==> config.mk <==
export PLATFORM = sky130hd
export DESIGN_NAME = acc_int_adder
export DESIGN_NICKNAME = d
export VERILOG_FILES = /design/src/rtl/acc_int_adder_pkg.sv /design/src/rtl/acc_int_adder_ks_prefix_cell.sv /design/src/rtl/acc_int_adder.sv
export SDC_FILE = /design/constraint.sdc
export NUM_CORES = 1
export LEC_CHECK = 0
export BUFFER_PORTS_ARGS = -buffer_cell sky130_fd_sc_hd__buf_2
export CAP_MARGIN = 20
export CORE_MARGIN = 2
export CORE_UTILIZATION = 30
export CTS_BUF_LIST = sky130_fd_sc_hd__clkbuf_8
export DETAILED_ROUTE_END_ITERATION = 10
export PLACE_DENSITY = 0.49
export REMOVE_ABC_BUFFERS = 1
export SYNTH_ARGS = -nofsm -noshare
export SYNTH_HDL_FRONTEND = slang
export SYNTH_SLANG_ARGS = --single-unit
==> constraint.sdc <==
create_clock -name clk -period 3.3 [get_ports clk]
set_input_delay 0.165 -clock clk [delete_from_list [all_inputs] [get_ports clk]]
set_output_delay 0.165 -clock clk [all_outputs]
set_load 0.05 [all_outputs]
==> src/rtl/acc_int_adder_pkg.sv <==
// Shared constants and helpers for the exact adder and its sibling adder variants.
// Holds the prefix-tree depth calculation so every variant sizes its tree identically.
package acc_int_adder_pkg;

   localparam int DEFAULT_WIDTH = 32;
   localparam int MAX_WIDTH     = 64;

   // Number of Kogge-Stone levels needed to span n bits: ceil(log2(n)), 0 for n=1.
   function automatic int ks_levels(input int n);
      int l;
      l = 0;
      for (int k = 0; k < 7; k++) begin
         if ((1 << k) < n) begin
            l = k + 1;
         end
      end
      return l;
   endfunction

endpackage

==> src/rtl/acc_int_adder_ks_prefix_cell.sv <==
// Kogge-Stone group generate/propagate combine cell.
// The high group absorbs the low group: G = Gh | (Ph & Gl), P = Ph & Pl.
module ks_prefix_cell (
   input  logic i_gh,
   input  logic i_ph,
   input  logic i_gl,
   input  logic i_pl,
   output logic o_g,
   output logic o_p
);

   assign o_g = i_gh | (i_ph & i_gl);
   assign o_p = i_ph & i_pl;

endmodule

==> src/rtl/acc_int_adder.sv <==
// Exact N-bit adder with an explicit Kogge-Stone carry network and a registered result.
// Reference datapath for the approximate and clock-gated adder wrappers.
module acc_int_adder
   import acc_int_adder_pkg::*;
#(
   parameter int DATA_PATH_BITWIDTH = DEFAULT_WIDTH
) (
   input  logic                          clk,
   input  logic                          rst,
   input  logic                          in_valid,
   input  logic [DATA_PATH_BITWIDTH-1:0] a,
   input  logic [DATA_PATH_BITWIDTH-1:0] b,
   output logic [DATA_PATH_BITWIDTH-1:0] c,
   output logic                          cout,
   output logic                          out_valid
);

   localparam int N    = DATA_PATH_BITWIDTH;
   localparam int LVLS = ks_levels(N);

   logic [N-1:0] w_sum;
   logic         w_cout;
   logic         w_unused_p;

   logic [N-1:0] r_c;
   logic         r_cout;
   logic         r_out_valid;

   // Level 0 holds per-bit (g,p); level k holds groups spanning 2^k bits ending at each index.
   genvar gk, gi;
   generate
      for (gk = 0; gk <= LVLS; gk++) begin : g_lvl
         logic [N-1:0] w_g;
         logic [N-1:0] w_p;

         if (gk == 0) begin : g_init
            assign w_g = a & b;
            assign w_p = a ^ b;
         end else begin : g_tree
            localparam int D = 1 << (gk - 1);
            for (gi = 0; gi < N; gi++) begin : g_bit
               if (gi >= D) begin : g_cell
                  ks_prefix_cell u_cell (
                     .i_gh (g_lvl[gk-1].w_g[gi]),
                     .i_ph (g_lvl[gk-1].w_p[gi]),
                     .i_gl (g_lvl[gk-1].w_g[gi-D]),
                     .i_pl (g_lvl[gk-1].w_p[gi-D]),
                     .o_g  (w_g[gi]),
                     .o_p  (w_p[gi])
                  );
               end else begin : g_pass
                  // Partner index falls below bit 0: combine with identity (G=0, P=1).
                  assign w_g[gi] = g_lvl[gk-1].w_g[gi];
                  assign w_p[gi] = g_lvl[gk-1].w_p[gi];
               end
            end
         end
      end

      // Carry into bit i is the group generate of bits [i-1:0]; carry-in to bit 0 is 0.
      if (N == 1) begin : g_sum_one
         assign w_sum = g_lvl[0].w_p;
      end else begin : g_sum_wide
         assign w_sum = g_lvl[0].w_p ^ {g_lvl[LVLS].w_g[N-2:0], 1'b0};
      end
   endgenerate

   assign w_cout     = g_lvl[LVLS].w_g[N-1];
   assign w_unused_p = ^g_lvl[LVLS].w_p;

   // Result registers only load on accepted operands, so X on idle cycles never reaches c.
   always_ff @(posedge clk or negedge rst) begin
      if (!rst) begin
         r_c         <= '0;
         r_cout      <= 1'b0;
         r_out_valid <= 1'b0;
      end else begin
         r_out_valid <= in_valid;
         if (in_valid) begin
            r_c    <= w_sum;
            r_cout <= w_cout;
         end
      end
   end

   assign c         = r_c;
   assign cout      = r_cout;
   assign out_valid = r_out_valid;

endmodule

==> results.json <==
{
  "syn_area_um2": 3060,
  "gp_congestion": 0.838,
  "hold_viol": 34,
  "synth_cell_types": 61,
  "hpwl_um": 7000,
  "crit_chain": "buf_2 > ha_1 > fa_1 > a211oi_1 > o21ai_0 > nand4_1 > a41oi_1 > o21ai_0 > or4b_1 > o311ai_0",
  "io_buffers": 100,
  "row_count": 36,
  "grt_overflow": 0,
  "reg2reg_depth": 2,
  "synthArstFlopShare_pct": 100,
  "wirelength_um": 8840,
  "violations": "hold timing",
  "syn_to_final_growth_pct": 23.4,
  "fmax_mhz": 401,
  "antenna_found_initial": 0,
  "rsz0062_at_grt": "false",
  "maxSlewViolCount": 0,
  "placed_area_um2": 3690,
  "setup_viol": 0,
  "ys_top_cells_by_area": "dfrtp_1 (28%), ha_1 (13%), mux2_2 (5.9%), a21oi_1 (4.9%), o21ai_0 (3.8%)",
  "synthCells": 352,
  "critical_path.most_common_cell": "o21ai_0",
  "cts_sinks": 34,
  "final_cell_mix": "buf_2 (100), dfrtp_1 (34), ha_1 (32)",
  "post_drt_wl_per_cell_um": 15.2,
  "vias": 3042,
  "syn_area_per_cell_um2": 8.69,
  "synth-seq-cells": 34,
  "design.portCount": 101,
  "clockBufferDepth": 2,
  "p_per_area_nw_per_um2": 476,
  "fp.dieH_um": 105,
  "initial_core_util_pct": 31.2,
  "regToRegSetupSlack_ns": 2.18,
  "cts_tree": "built",
  "drc": 0,
  "track_usage_pct": 16.2,
  "finalNetCount": 549,
  "fp.dieW_um": 105,
  "grt_max_degree": 44,
  "post-synth-top-area-fraction_pct": 27.8,
  "ys_seq_area_share_pct": 27.8,
  "drive_above_1_share_pct": 29.6,
  "status": "finished, violations left",
  "skew_ns": 0,
  "core_area_um2": 9820,
  "crit_buf_inv": 1,
  "numCtsBuffers": 5,
  "viasPerCell": 5.22,
  "crit_arrival_ns": 2.67,
  "cpPeakStageDelay_ns": 0.44,
  "yosys_warnings": 0,
  "crit_type": "primary input to flip-flop",
  "filler_cell_count": 1068,
  "layout_worst_path_cycle_share_pct": 75.5,
  "maxCapViolCount": 0,
  "synth_area_leader_cell": "dfrtp_1",
  "h-tree-depth": 2,
  "clkTransAtPathRegs_ns": 0.07,
  "slew-limit-headroom_pct": 43.5,
  "holdBufCountCts": 0,
  "worstMarginPinSlew_ns": 0.847,
  "timing.rr.start": "c[23]",
  "antennaDiodeCount": 0,
  "insertion_delay_ns": 0.29,
  "crit_family": "compound AO/OA/AOI/OAI gates",
  "period_needed_ns": 2.49,
  "ir_worst_vdd_v": 0.000293,
  "cts_setup_buffers": 0,
  "synth_ff_type": "dfrtp_1",
  "endpoint_kind": "flip-flop",
  "finalSetupTns_ns": 0,
  "critPathMaxFanout": 4,
  "cp-start-kind": "primary input",
  "final_common_cell": "buf_2",
  "p_leak_uw": 0.00178,
  "root_buffer": "clkbuf_8",
  "synth_edf_count": 0,
  "grt_pass1_wl_um": 14500,
  "antenna_left": 0,
  "r2r-end": "c[23]",
  "die-area_um2": 11000,
  "worst-path-stages": 10,
  "cp.required_ns": 3.48,
  "grt_pass1_vias": 2929,
  "holdWs_ns": -0.0298,
  "stdcell_area_um2": 3780,
  "cp_slowest_cell": "or4b_1",
  "drt_iter0_markers": 130,
  "cts_resized": 0,
  "dr.pass1.iters": 4,
  "holdCritPathClass": "primary input to async pin",
  "cp-startpoint": "a[0]"
}
worst max path at each step:
stage | slack [ns] | endpoint
global route | 0.54 | c[22]
detailed placement | 0.50 | c[22]
global placement | 0.52 | c[22]
floorplan | 0.95 | c[22]
CTS | 0.79 | c[22]
finish | 0.81 | c[22]
worst reg2reg max path, cell delays in order (launching register included):
cell and delay (ns):
dfrtp_1 0.40, a221o_1 0.35, a311o_1 0.27
sequential cells by signal, summed over array words and instances, names as in the netlist:
name	flops
cout	1
c	32
out_valid	1
through the flow:
stage	setup WS, ns	util (%)	instances	total power (µW)	hold WS [ns]
finish	0.808	38.5	583	1800	-0.0298
floorplan	0.953	-	341	1240	-0.131
global placement	0.517	37.6	575	1490	0.328
detailed placement	0.499	37.6	575	1490	0.334
CTS	0.790	38.5	583	1820	0.0121
global route	0.539	38.5	583	1920	0.0323
power breakdown:
group	internal, µW	switching [µW]	total [µW]
Sequential	505	44.5	549
Clock	146	170	316
Combinational	294	639	933
cell usage after synthesis (9+ instances only):
master    n
o21ai_0  23
dfrtp_1  34
ha_1     32
xnor2_1   9
nand2_1  29
mux2_2   16
nand3_1   9
a21o_1   14
nor2_1   28
inv_1    10
a21oi_1  30
metal layers:
metal / vias to the layer above / global-route usage [%] / wire length [µm]
met3: 6 / 3.12 / 447
met5: - / 0 / 0
met1: 1426 / 23.0 / 4430
met2: 69 / 25.4 / 3880
li1: 1541 / - / -
met4: 0 / 3.52 / 85
kinds of logic (layout without fill, tap and decap cells):
kind of cell,Yosys count,in the layout,synth area share [%]
AOI/OAI and AO/OA,128,128,28.7
muxes,17,17,6.21
and+or+nand+nor,102,102,16.1
xor gates and xnor gates,17,17,4.87
buffers and inverters,21,119,2.66
DFF,34,34,27.8
adders and majority gates,33,33,13.7
area by class of cell:
class	instances	area, µm²	area share, %
Clock buffer	5	68.8	1.82
Sequential cell	34	851	22.5
Timing Repair Buffer	101	508	13.4
Clock inverter	3	17.5	0.464
Inverter	10	37.5	0.994
Multi-Input combinational cell	297	2130	56.3
Tap cell	133	166	4.41
No activity file was read; power rests on OpenSTA's default activity.
